`src/rtl/multi_digit_counter_display_pkg.sv`:
```
`default_nettype none
// +----------------------------------------------------------------------+
// | multi_digit_counter_display_pkg                                      |
// | Active-low 7-segment glyph encoding and shared defaults.             |
// | Rev 1.0                                                              |
// +----------------------------------------------------------------------+
package multi_digit_counter_display_pkg;

   localparam int DEFAULT_FPGA_CLK = 50_000_000;

   // Segment order {g,f,e,d,c,b,a}; a 0 lights the segment.
   typedef enum logic [6:0] {
      SEG_ZERO  = 7'h40, SEG_ONE   = 7'h79, SEG_TWO   = 7'h24, SEG_THREE = 7'h30,
      SEG_FOUR  = 7'h19, SEG_FIVE  = 7'h12, SEG_SIX   = 7'h02, SEG_SEVEN = 7'h78,
      SEG_EIGHT = 7'h00, SEG_NINE  = 7'h10, SEG_A     = 7'h08, SEG_B     = 7'h03,
      SEG_C     = 7'h46, SEG_D     = 7'h21, SEG_E     = 7'h06, SEG_F     = 7'h0E,
      SEG_BLANK = 7'h7F
   } seg_t;

   function automatic seg_t hex_to_seg(input logic [3:0] nib);
      seg_t s;
      s = SEG_BLANK;
      case (nib)
         4'h0: s = SEG_ZERO;
         4'h1: s = SEG_ONE;
         4'h2: s = SEG_TWO;
         4'h3: s = SEG_THREE;
         4'h4: s = SEG_FOUR;
         4'h5: s = SEG_FIVE;
         4'h6: s = SEG_SIX;
         4'h7: s = SEG_SEVEN;
         4'h8: s = SEG_EIGHT;
         4'h9: s = SEG_NINE;
         4'hA: s = SEG_A;
         4'hB: s = SEG_B;
         4'hC: s = SEG_C;
         4'hD: s = SEG_D;
         4'hE: s = SEG_E;
         4'hF: s = SEG_F;
         default: s = SEG_BLANK;
      endcase
      return s;
   endfunction

endpackage
`default_nettype wire

```
`src/rtl/multi_digit_counter_display_tick_gen.sv`:
```
`default_nettype none
// +----------------------------------------------------------------------+
// | tick_gen                                                             |
// | One-cycle enable pulse every FPGA_CLK/TARGET_FREQ clock cycles.      |
// | Rev 1.0                                                              |
// +----------------------------------------------------------------------+
module tick_gen
   import multi_digit_counter_display_pkg::*;
#(
   parameter int FPGA_CLK    = DEFAULT_FPGA_CLK,
   parameter int TARGET_FREQ = 1
) (
   input  logic FPGA_clk,
   input  logic rst,
   output logic tick
);

   localparam int c_DIV = (TARGET_FREQ > 0) ? (FPGA_CLK / TARGET_FREQ) : 0;
   localparam int c_CW  = (c_DIV > 1) ? $clog2(c_DIV) : 1;

   if (c_DIV < 1) begin : g_bad_ratio
      $error("tick_gen: FPGA_CLK/TARGET_FREQ must be at least 1");
   end

   logic [c_CW-1:0] r_cnt;

   always_ff @(posedge FPGA_clk or posedge rst) begin
      if (rst) begin
         r_cnt <= '0;
         tick  <= 1'b0;
      end else if (r_cnt == c_CW'(c_DIV - 1)) begin
         r_cnt <= '0;
         tick  <= 1'b1;
      end else begin
         r_cnt <= r_cnt + c_CW'(1);
         tick  <= 1'b0;
      end
   end

endmodule
`default_nettype wire

```
`src/rtl/multi_digit_counter_display.sv`:
```
`default_nettype none
// +----------------------------------------------------------------------+
// | multi_digit_counter_display                                          |
// | Multi-digit BCD/hex up/down counter with multiplexed 7-seg output.   |
// | Optional macro LEADING_ZERO_BLANK_EN blanks leading zero positions.  |
// | Rev 1.0                                                              |
// +----------------------------------------------------------------------+
module multi_digit_counter_display
   import multi_digit_counter_display_pkg::*;
#(
   parameter int NUM_DIGITS = 4,
   parameter int DEC_MODE   = 1,
   parameter int FPGA_CLK   = DEFAULT_FPGA_CLK,
   parameter int COUNT_FREQ = 2,
   parameter int SCAN_FREQ  = 1000
) (
   input  logic                  FPGA_clk,
   input  logic                  rst,
   input  logic                  count_en,
   input  logic                  up_dn,
   input  logic                  clear,
   output logic [7:0]            LED_7Seg,
   output logic [NUM_DIGITS-1:0] EN_LED_7Seg,
   output logic                  wrap
);

   localparam logic [3:0] c_DIGIT_MAX = (DEC_MODE != 0) ? 4'd9 : 4'd15;
   localparam int         c_IW        = (NUM_DIGITS > 1) ? $clog2(NUM_DIGITS) : 1;

   if (NUM_DIGITS < 1 || NUM_DIGITS > 8) begin : g_bad_digits
      $error("multi_digit_counter_display: NUM_DIGITS must be 1..8");
   end

   logic w_count_tick;
   logic w_scan_tick;

   tick_gen #(.FPGA_CLK(FPGA_CLK), .TARGET_FREQ(COUNT_FREQ)) u_count_tick (
      .FPGA_clk (FPGA_clk),
      .rst      (rst),
      .tick     (w_count_tick)
   );

   tick_gen #(.FPGA_CLK(FPGA_CLK), .TARGET_FREQ(SCAN_FREQ)) u_scan_tick (
      .FPGA_clk (FPGA_clk),
      .rst      (rst),
      .tick     (w_scan_tick)
   );

   logic [3:0] r_digit [NUM_DIGITS];
   logic [3:0] w_next  [NUM_DIGITS];
   logic       w_carry;

   // Ripple the carry/borrow upward; a surviving carry out of the top digit is a wrap.
   always_comb begin
      w_carry = 1'b1;
      for (int i = 0; i < NUM_DIGITS; i++) begin
         w_next[i] = r_digit[i];
         if (w_carry) begin
            if (up_dn)
               w_next[i] = (r_digit[i] == c_DIGIT_MAX) ? 4'd0 : r_digit[i] + 4'd1;
            else
               w_next[i] = (r_digit[i] == 4'd0) ? c_DIGIT_MAX : r_digit[i] - 4'd1;
         end
         w_carry = w_carry & (up_dn ? (r_digit[i] == c_DIGIT_MAX) : (r_digit[i] == 4'd0));
      end
   end

   always_ff @(posedge FPGA_clk or posedge rst) begin
      if (rst) begin
         r_digit <= '{default: 4'd0};
         wrap    <= 1'b0;
      end else begin
         wrap <= 1'b0;
         if (clear) begin
            r_digit <= '{default: 4'd0};
         end else if (w_count_tick && count_en) begin
            r_digit <= w_next;
            wrap    <= w_carry;
         end
      end
   end

   logic [c_IW-1:0] r_idx;
   logic            r_scan_on;

   // The first scan tick after reset only arms the display at position 0.
   always_ff @(posedge FPGA_clk or posedge rst) begin
      if (rst) begin
         r_idx     <= '0;
         r_scan_on <= 1'b0;
      end else if (w_scan_tick) begin
         if (!r_scan_on)
            r_scan_on <= 1'b1;
         else if (r_idx == c_IW'(NUM_DIGITS - 1))
            r_idx <= '0;
         else
            r_idx <= r_idx + c_IW'(1);
      end
   end

   logic [NUM_DIGITS-1:0] w_blank;

`ifdef LEADING_ZERO_BLANK_EN
   logic w_upper_zero;

   always_comb begin
      w_blank      = '0;
      w_upper_zero = 1'b1;
      for (int i = NUM_DIGITS - 1; i > 0; i--) begin
         w_upper_zero = w_upper_zero & (r_digit[i] == 4'd0);
         w_blank[i]   = w_upper_zero;
      end
   end
`else
   assign w_blank = '0;
`endif

   always_ff @(posedge FPGA_clk or posedge rst) begin
      if (rst) begin
         LED_7Seg    <= 8'hFF;
         EN_LED_7Seg <= '1;
      end else if (r_scan_on) begin
         EN_LED_7Seg   <= ~(NUM_DIGITS'(1) << r_idx);
         LED_7Seg[6:0] <= w_blank[r_idx] ? SEG_BLANK : hex_to_seg(r_digit[r_idx]);
         LED_7Seg[7]   <= ~((r_idx == '0) && !count_en);
      end
   end

endmodule
`default_nettype wire

```
`config.mk`:
```
export PLATFORM = sky130hd
export DESIGN_NAME = multi_digit_counter_display
export DESIGN_NICKNAME = d
export VERILOG_FILES = /design/src/rtl/multi_digit_counter_display_pkg.sv /design/src/rtl/multi_digit_counter_display_tick_gen.sv /design/src/rtl/multi_digit_counter_display.sv
export SDC_FILE = /design/constraint.sdc
export NUM_CORES = 1
export LEC_CHECK = 0
export CAP_MARGIN = 25
export CORE_ASPECT_RATIO = 0.7
export CORE_MARGIN = 2
export CORE_UTILIZATION = 50
export CTS_CLUSTER_SIZE = 14
export DETAILED_ROUTE_END_ITERATION = 7
export PLACE_DENSITY = 0.68
export SETUP_SLACK_MARGIN = 0.02
export SLEW_MARGIN = 20
export SYNTH_ARGS = -nofsm -noshare
export SYNTH_HDL_FRONTEND = slang
export SYNTH_HIERARCHICAL = 1
export SYNTH_SLANG_ARGS = --single-unit
```
`constraint.sdc`:
```
create_clock -name FPGA_clk -period 4.26 [get_ports FPGA_clk]
set_input_delay 0.426 -clock FPGA_clk [delete_from_list [all_inputs] [get_ports FPGA_clk]]
set_output_delay 0.426 -clock FPGA_clk [all_outputs]
set_load 0.02 [all_outputs]
```
# Yosys cells after proc, flatten, opt, wreduce, memory -nomap -nowiden
# Memories as Yosys holds them, arrays and structs flattened. A register that Yosys moved wholly into a read port is not among the register bits.
# Index checks and enable logic that the tools add are counted.
[word_totals]
regBits = 75
rom_bits = 112
out_inout_bits = 13
wordCells = 91
memories = 1
[mem_list]
columns = ["name", "words", "width", "read_ports", "rd_ports_with_merged_regs", "wr", "line", "text"]
rows = [
  ["(no name shown)", 16, 7, 1, 1, 0, "multi_digit_counter_display_pkg.sv:23", "case (nib)"],
]
[op_classes]
n_addsub = 11
order_cmp = 2
n_eq_ne = 7
shift = 1
mux = 34
bitwise_logic = 6
reduce_logical = 16
[ops]
columns = ["operator", "n"]
rows = [
  ["$mux 4", 17],
  ["$mux 16", 3],
  ["$add 25x1->25 const B", 1],
  ["$eq 25x25->1 const B", 1],
  ["$mux 25", 1],
  ["$add 16x1->16 const B", 1],
  ["$add 4x1->4 const B", 4],
  ["$eq 16x16->1 const B", 1],
  ["$eq 4x4->1 const B", 4],
  ["$logic_not 4->1", 4],
  ["$sub 4x1->4 const B", 4],
  ["$mux 1", 9],
  ["$bmux 4 s2", 1],
  ["$reduce_and 2->1", 4],
  ["$reduce_bool 2->1", 4],
  ["$mux 7", 1],
  ["$not 4->4", 1],
  ["$shl 1x2->4 const A", 1],
  ["$and 1x1->1", 3],
  ["$ge 3x3->1 const B", 1],
  ["$lt 2x3->1 const B", 1],
  ["$not 2->3", 1],
  ["$add 2x1->2 const B", 1],
  ["$bmux 1 s2", 1],
  ["6 further kinds", 7],
]

# Logic depth before layout (Yosys ltp)
# Gate-level depths: netlist of the first run.
[logic_depth]
ltp_word = 7
mapped_depth = 8
ltp_nobuf = 7

# Modules after synthesis
# Netlist of the first run, hierarchy kept.
[modules_own_cells]
columns = ["module", "n_inst", "cells_per_inst", "area_per_inst_um2", "seq_area_each_um2"]
rows = [
  ["multi_digit_counter_display", 1, 268, 2427.3, 815.8],
  ["tick_gen (u_count_tick)", 1, 135, 1362.6, 650.6],
  ["tick_gen (u_scan_tick)", 1, 69, 782.0, 425.4],
]

# Worst setup path before layout of the first run
# No wires, ideal clock.
[synth_path]
path_kind = "register to register"
from = "reg r_digit[12] (netlist bit)"
to = "reg r_digit[1] (netlist bit)"
setup_time_ns = 0.078
arrival_ns = 2.134
slack_ns = 2.048
stages_incl_launch_ff = 8
n_path_buf = 0
period_less_slack_ns = 2.212
path_cell_list = "dfrtp_1 -> inv_1 -> ha_1 -> or3b_4 -> a211oi_4 -> nand4_4 -> or3_1 -> a21oi_1"
[synth_via]
elab_chain_cells = 6
[synth_lines]
columns = ["element", "line", "text"]
rows = [
  ["start, declared", "multi_digit_counter_display.sv:49", "logic [3:0] r_digit [NUM_DIGITS];"],
  ["start signal, assigned", "multi_digit_counter_display.sv:77", "r_digit <= w_next;"],
  ["$eq 4x4->1 or $logic_not 4->1 (tied branches)", "multi_digit_counter_display.sv:64", "w_carry = w_carry & (up_dn ? (r_digit[i] == c_DIGIT_MAX) : (r_digit[i] == 4'd0));"],
  ["$mux 1 *", "multi_digit_counter_display.sv:64", ""],
  ["$and 1x1->1 * (2 in a row)", "multi_digit_counter_display.sv:64", ""],
  ["$reduce_bool 2->1 (no source line) *", "-", ""],
  ["$reduce_and 2->1 (no source line) *", "-", ""],
]
# Mark *: on every way between the ends. The rest lies on a longest branch, timed or not.
# A chain may end at the register's enable or synchronous reset.

# Worst setup path after layout of the first run
[layout_path]
from = "in up_dn"
to = "reg r_digit[1] (netlist bit)"
[layout_via]
elab_chain_cells = 5
[layout_lines]
columns = ["element", "line", "text"]
rows = [
  ["start, declared", "multi_digit_counter_display.sv:20", "input logic up_dn,"],
  ["$mux 1", "multi_digit_counter_display.sv:64", ""],
  ["$and 1x1->1 (2 in a row)", "multi_digit_counter_display.sv:64", ""],
  ["$reduce_bool 2->1 (no source line)", "-", ""],
  ["$reduce_and 2->1 (no source line)", "-", ""],
]
# Parallel ways exist; a longest one is shown, timed or not. The select of a mux whose other input is x is not followed.

==> results of run 1 <==
[stage by stage]
stage	power, mW	setup WS (ns)	cells	utilization [%]	area, um2
floorplan	0.7903	2.048	472	-	4572
finish	1.552	1.518	613	57.43	5147
global placement	0.8094	1.292	595	53.72	4815
global route	1.615	1.379	613	57.43	5147
detailed placement	0.8127	1.193	596	53.89	4830
CTS	1.575	1.539	612	57.13	5120
[worst reg2reg max path: cells and delay by family (launching register included)]
kind / cells / cell delay [ns]
AOI/OAI and AO/OA: 2 / 0.57
adders and majority gates: 1 / 0.22
and+or+nand+nor: 3 / 1.04
buffers and inverters: 1 / 0.14
DFF: 1 / 0.46
[final cells by class]
type | instances | area [um2]
Sequential cell | 75 | 1892
Fill cell | 805 | 3815
Multi-Input combinational cell | 352 | 2489
Clock inverter | 3 | 40.04
Clock buffer | 13 | 250.2
Tap cell | 124 | 155.1
Timing Repair Buffer | 21 | 227.7
Inverter | 25 | 93.84
[registers in the layout (all words and copies together) (netlist names)]
register            count
EN_LED_7Seg             4
LED_7Seg                8
r_digit                16
r_idx                   2
r_scan_on               1
u_count_tick/r_cnt     25
u_count_tick/tick       1
u_scan_tick/r_cnt      16
u_scan_tick/tick        1
wrap                    1
[routing by layer]
layer  part of all wire (%)  up-vias  track usage, %
met5                      0        -               0
met4                   0.48        0           6.681
met1                     51     1695           29.46
li1                       -     1754               -
met3                    5.4        4           5.669
met2                     43       78           27.17
[cells in the final DEF, fill, tap and decap left out, types with 15 or more instances in the layout]
cell,synthesis,routed
a21oi_1,29,29
clkdlybuf4s50_1,0,17
dfrtp_1,63,63
ha_1,27,27
inv_1,25,25
nand2_1,37,37
nand3_1,26,26
nand4_1,16,16
nor2_1,40,40
o21ai_0,19,19
xnor2_1,15,15
[power groups by stage]
stage | logic (mW) | clock network (mW) | registers [mW]
5_1_grt | 0.0880 | 0.802 | 0.725
6_report | 0.0781 | 0.749 | 0.725
2_1_floorplan | 0.0582 | 0 | 0.732
4_1_cts | 0.0762 | 0.775 | 0.724
3_3_place_gp | 0.0728 | 0 | 0.737
3_5_place_dp | 0.0759 | 0 | 0.737
[synthesized netlist by cell type (11+ instances only)]
library cell / instances
o21ai_0: 19
nand4_1: 16
dfstp_2: 12
xor2_1: 11
ha_1: 27
a21oi_1: 29
nor2_1: 40
dfrtp_1: 63
xnor2_1: 15
nand2_1: 37
clkbuf_1: 11
nand3_1: 26
inv_1: 25
[worst min-delay path by stage]
| stage | startpoint | endpoint | depth (start not counted) | slack (ns) |
|---|---|---|---|---|
| floorplan | rst | u_scan_tick/r_cnt[0] | 1 | 0.35 |
| global placement | u_count_tick/r_cnt[0] | u_count_tick/r_cnt[0] | 1 | 0.48 |
| detailed placement | EN_LED_7Seg[2] | EN_LED_7Seg[2] | 2 | 0.48 |
| CTS | rst | r_digit[1] | 2 | 0.49 |
| global route | rst | r_digit[1] | 2 | 0.50 |
| finish | rst | r_digit[1] | 2 | 0.48 |
[logic make-up (layout without fill, tap and decap cells)]
group           after synthesis  count (layout)
simple gates                190             190
buf+inv                      45              62
mux                          12              12
fa+ha+maj                    27              27
compound gates               97              97
flops                        75              75
xor+xnor                     26              26
==> summary.txt, run 1 <==
Logic synthesis
  – Yosys top cell by area: dfrtp_1
  – Top post-synthesis cells by area: dfrtp_1, ha_1, dfstp_2
  – Post-synthesis adder-cell area fraction: between 7 and 8%
  – Warnings, synthesis: 13
  – Synth Area in Simple Gates: 24.17%
  – Mapped Cells: 472
  – Synthesized area per cell: 9.686 um2
  – Cell Area, Synth: ~4600 um2
  – Sequential area share after synthesis: 41.38%
  – Top cell type's share of synthesized area: 34.48%
  – Syn_nets: 504
  – Synth Area in XOR/XNOR: under 10%
  – Complex-gate fraction of the synthesized area: 14.04%
  – Combinational family with the most area after synthesis: simple AND/OR/NAND/NOR gates
  – Share of flip-flops with an asynchronous set or reset: 100.0%
  – Number of synthesized flops with an enable pin: 0
  – FF+latch count, synth: 75
  – Top_reg_cell synth: dfrtp_1
  – Post-synthesis cell type count: 73
  – Proportion of synthesized area in mux cells: under 10%

Worst setup path
  – Number of stages on the worst setup path: 6
  – Critical Path Sink Type: flip-flop
  – WS Path Type: input pin to flip-flop
  – CP max FO: 22
  – Reg-to-reg slack, setup: ~1.8 ns
  – CP Data Arrival Time: 2.99 ns
  – CP peak stage delay: roughly 0.79 ns
  – Crit-path cells: clkdlybuf4s50_1 > or3b_4 > a211oi_4 > nand4_4 > or3_1 > a21oi_1
  – Worst r2r src: r_digit[12]
  – Family with the most delay on the worst path: simple AND/OR/NAND/NOR gates
  – WP buf/inv: 1
  – Crit path launch type: input pin
  – Worst R2R End: r_digit[1]
  – CP max stage cell: clkdlybuf4s50_1
  – Worst setup endpoint: r_digit[1]
  – Reg2Reg Depth: 7
  – Worst setup path start: up_dn
  – Critical path required time: approximately 4.5 ns

Routing
  – Final WL: 9.216 mm
  – Detailed Routing Iterations Pass 1: 4
  – Via Count: 3531
  – Starting DRT DRC Count: 310
  – Number of remaining DRC errors: 0
  – Wirelength per Cell: 15.03 um
  – Via/cell ratio: 5.760
  – Final antenna-violating net count: 0

Die
  – Num rows: 29
  – Starting Density: 51.01%
  – Core ar.: 8962 um2
  – Die H: 84.01 um
  – Die Footprint: 9937 um2
  – IO Pins: 18
  – Die width: 118.3 um

STA
  – Total negative slack: 0 ns
  – Final Hold Fails: 0
  – Min Clock Period, post-route: 2.742 ns
  – Fmax: around 360 MHz
  – Clock skew: roughly 0.0084 ns
  – Finish-stage setup viols: 0
  – Pins over their slew limit: 0
  – RSZ-0062 raised after global routing: false
  – Worst Hold Slack: 0.4781 ns
  – Slew headroom: 34.83%
  – Slew at the pin closest to its max-slew limit: 0.9722 ns
  – Part of the cycle the worst path needs: 64.38%

Pwr
  – Clock power frac: 48.3%
  – Sw Pwr: 0.3378 mW
  – Flop pwr share: roughly 47%
  – Leak: approximately 2.1 nW
  – PwrDens: 301.5 nW/um2
  – Power share of the combinational group: 5.0%
  – Max VDD drop: 201.1 uV
  – Int Power: 1.214 mW
  – Switching share of power: between 20% and 30%

Min path
  – HP Class: input pin to asynchronous set/reset pin

Cells and area
  – Ant. Diodes: 0
  – Fraction of layout cells with a size suffix above 1: 11.04%
  – Nets: 516
  – Layout area overhead: 12.59%

Place
  – Routability cong.: 0.8791
  – Number of port buffers: 17
  – Hpwl dp: ~6.6 mm

Global route
  – Global-route wire length before repair: 15.66 mm
  – Largest net degree at the start of global routing: 28
  – GRT Overall Usage: 19.72%
  – Initial antenna violation count: 0
  – Gr ovfl total: 0
  – Number of global-route vias before repair: 3215

Clocking
  – Post-CTS setup repair buffer count: 0
  – CTS tree: built
  – Post-CTS resize count: 0
  – Root Buffer Master: clkbuf_16
  – H-tree Lvls: 3
  – Clock transition at path regs: 0.05 ns
  – CTS buffer count: 9
  – CTS Buffer Depth: 2
  – Clock insertion delay at the later pin of the skew report: 0.34 ns
  – Clk sink count: 75
  – Hold Buf Count CTS: 0

Outcome
  – Status: finished, final reports clean

Flow run
  – Number of max-cap violations: 0
No activity file was read; power rests on OpenSTA's default activity.
==> run 2: changes to the inputs <==
Clock period 4.26 ns to 2.72 ns, I/O delays scaled along.
==> run 2 against run 1 <==
Compared with the run above: setup slack got worse by 1.3 ns; register-to-register slack got worse by 1.5 ns; first-iteration DRC count fell by 15%; clock-buffer cell count shrank 1; combinational power increased by 52%; routed wire length is 1.3% higher; critical path type is now flip-flop to flip-flop; critical endpoint unchanged; largest cell class unchanged; largest power group unchanged.
==> summary.txt, run 2 (synthesis results as in run 1) <==
Worst setup path
  – CP max stage cell: dfrtp_1
  – Family with the most delay on the worst path: simple AND/OR/NAND/NOR gates
  – Worst r2r src: r_digit[12]
  – Critical Path Sink Type: flip-flop
  – CP Data Arrival Time: 2.74 ns
  – CP peak stage delay: 0.47 ns
  – WS Path Type: flip-flop to flip-flop
  – Number of stages on the worst setup path: 7
  – Worst setup path start: r_digit[12]
  – Reg-to-reg slack, setup: 0.24 ns
  – Worst R2R End: r_digit[1]
  – Reg2Reg Depth: 7
  – Crit path launch type: flip-flop
  – Crit-path cells: inv_1 > ha_1 > or3b_4 > a211oi_4 > nand4_4 > or3_1 > a21oi_1
  – Critical path required time: 2.98 ns
  – CP max FO: 9
  – WP buf/inv: 1
  – Worst setup endpoint: r_digit[1]

STA
  – Slew at the pin closest to its max-slew limit: 0.7361 ns
  – Clock skew: roughly 0.0061 ns
  – Part of the cycle the worst path needs: 91.14%
  – Worst Hold Slack: 0.3927 ns
  – Min Clock Period, post-route: 2.479 ns
  – Fmax: 403.4 MHz
  – Final Hold Fails: 0
  – Finish-stage setup viols: 0
  – RSZ-0062 raised after global routing: false
  – Total negative slack: 0 ns
  – Slew headroom: 50.93%
  – Pins over their slew limit: 0

Die
  – Die Footprint: 9937 um2
  – IO Pins: 18
  – Starting Density: approximately 50%
  – Die H: 84.01 um
  – Core ar.: 8962 um2
  – Num rows: 29
  – Die width: 118.3 um

Routing
  – Detailed Routing Iterations Pass 1: 4
  – Final antenna-violating net count: 0
  – Starting DRT DRC Count: 263
  – Via Count: 3605
  – Number of remaining DRC errors: 0
  – Wirelength per Cell: around 15 um
  – Via/cell ratio: 5.852
  – Final WL: slightly above 9 mm

Clocking
  – Clk sink count: 75
  – Clock transition at path regs: 0.06 ns
  – Post-CTS resize count: 0
  – Hold Buf Count CTS: 0
  – CTS buffer count: 9
  – Clock insertion delay at the later pin of the skew report: 0.33 ns
  – Post-CTS setup repair buffer count: 0
  – CTS Buffer Depth: 2
  – CTS tree: built
  – H-tree Lvls: 3
  – Root Buffer Master: clkbuf_16

Global route
  – GRT Overall Usage: 20.66%
  – Gr ovfl total: 0
  – Number of global-route vias before repair: 3418
  – Largest net degree at the start of global routing: 33
  – Global-route wire length before repair: about 17 mm
  – Initial antenna violation count: 0

Pwr
  – Max VDD drop: 274.4 uV
  – Leak: 2.113 nW
  – PwrDens: 478.8 nW/um2
  – Tot Pwr: between 2 and 2.5 mW

Flow run
  – Number of max-cap violations: 0

Place
  – Number of port buffers: 17
  – Routability cong.: 0.9093
  – Hpwl dp: 6.572 mm

Cells and area
  – Top flop regs: u_count_tick/r_cnt x25, r_digit x16, u_scan_tick/r_cnt x16
  – Layout area overhead: 13.00%
  – Fraction of layout cells with a size suffix above 1: between 10% and 20%
  – Largest reg by FF count: u_count_tick/r_cnt
  – Most frequent cells in the layout: dfrtp_1, nor2_1, nand2_1
  – Commonest non-fill, non-tap cell in the layout: dfrtp_1
  – Ant. Diodes: 0
  – Nets: 519
  – Number of flip-flops in the largest register: 25

Min path
  – HP Class: input pin to asynchronous set/reset pin

Outcome
  – Status: finished, final reports clean
-- run 2: changes by cell type in the layout (fill, tap and decap cells not counted) --
cell / delta
buf_4: +5
buf_8: -1
clkbuf_1: -3
clkbuf_8: +2
buf_16: -1
clkinvlp_4: +1
-- run 2: how the worst min path moves through the flow --
stage	to	slack (ns)	cells after the start
after floorplan	u_scan_tick/r_cnt[0]	0.20	1
after global placement	EN_LED_7Seg[2]	0.48	2
after detailed placement	EN_LED_7Seg[2]	0.49	2
after CTS	u_count_tick/r_cnt[19]	0.40	3
after global routing	u_count_tick/r_cnt[19]	0.44	3
final	u_count_tick/r_cnt[1]	0.39	3
-- run 2: final cells by class --
type / count / area (um2)
Clock buffer: 12 / 266.5
Multi-Input combinational cell: 352 / 2489
Clock inverter: 4 / 47.55
Fill cell: 788 / 3796
Inverter: 25 / 93.84
Sequential cell: 75 / 1892
Tap cell: 124 / 155.1
Timing Repair Buffer: 24 / 222.7
-- run 2: power breakdown --
part           switching, mW  internal [mW]
Combinational         0.0750         0.0445
Clock                  0.438          0.781
Sequential            0.0126           1.12
Total                  0.526           1.95
-- run 2: metal layers --
metal / vias up / global-route usage (%) / wire, um
met4: 0 / 5.257 / 93
met2: 93 / 30.16 / 3980
met1: 1742 / 30.70 / 4751
li1: 1761 / - / -
met3: 9 / 4.986 / 508
met5: - / 0 / 0
-- run 2: worst register-to-register path, stage by stage, from the launching register on --
cell and delay, ns:
dfrtp_1 0.47, inv_1 0.15, ha_1 0.23, or3b_4 0.42, a211oi_4 0.40, nand4_4 0.21, or3_1 0.41, a21oi_1 0.12
-- run 2: per-stage QoR --
stage          instances  worst slack [ns]  utilization [%]  cell area [um2]
2_1_floorplan        472            0.5082                -             4572
3_3_place_gp         600            0.3403            54.14             4852
3_5_place_dp         600            0.2691            54.14             4852
4_1_cts              616            0.2505            57.64             5166
5_1_grt              616           0.04953            57.64             5166
6_report             616            0.2410            57.64             5166
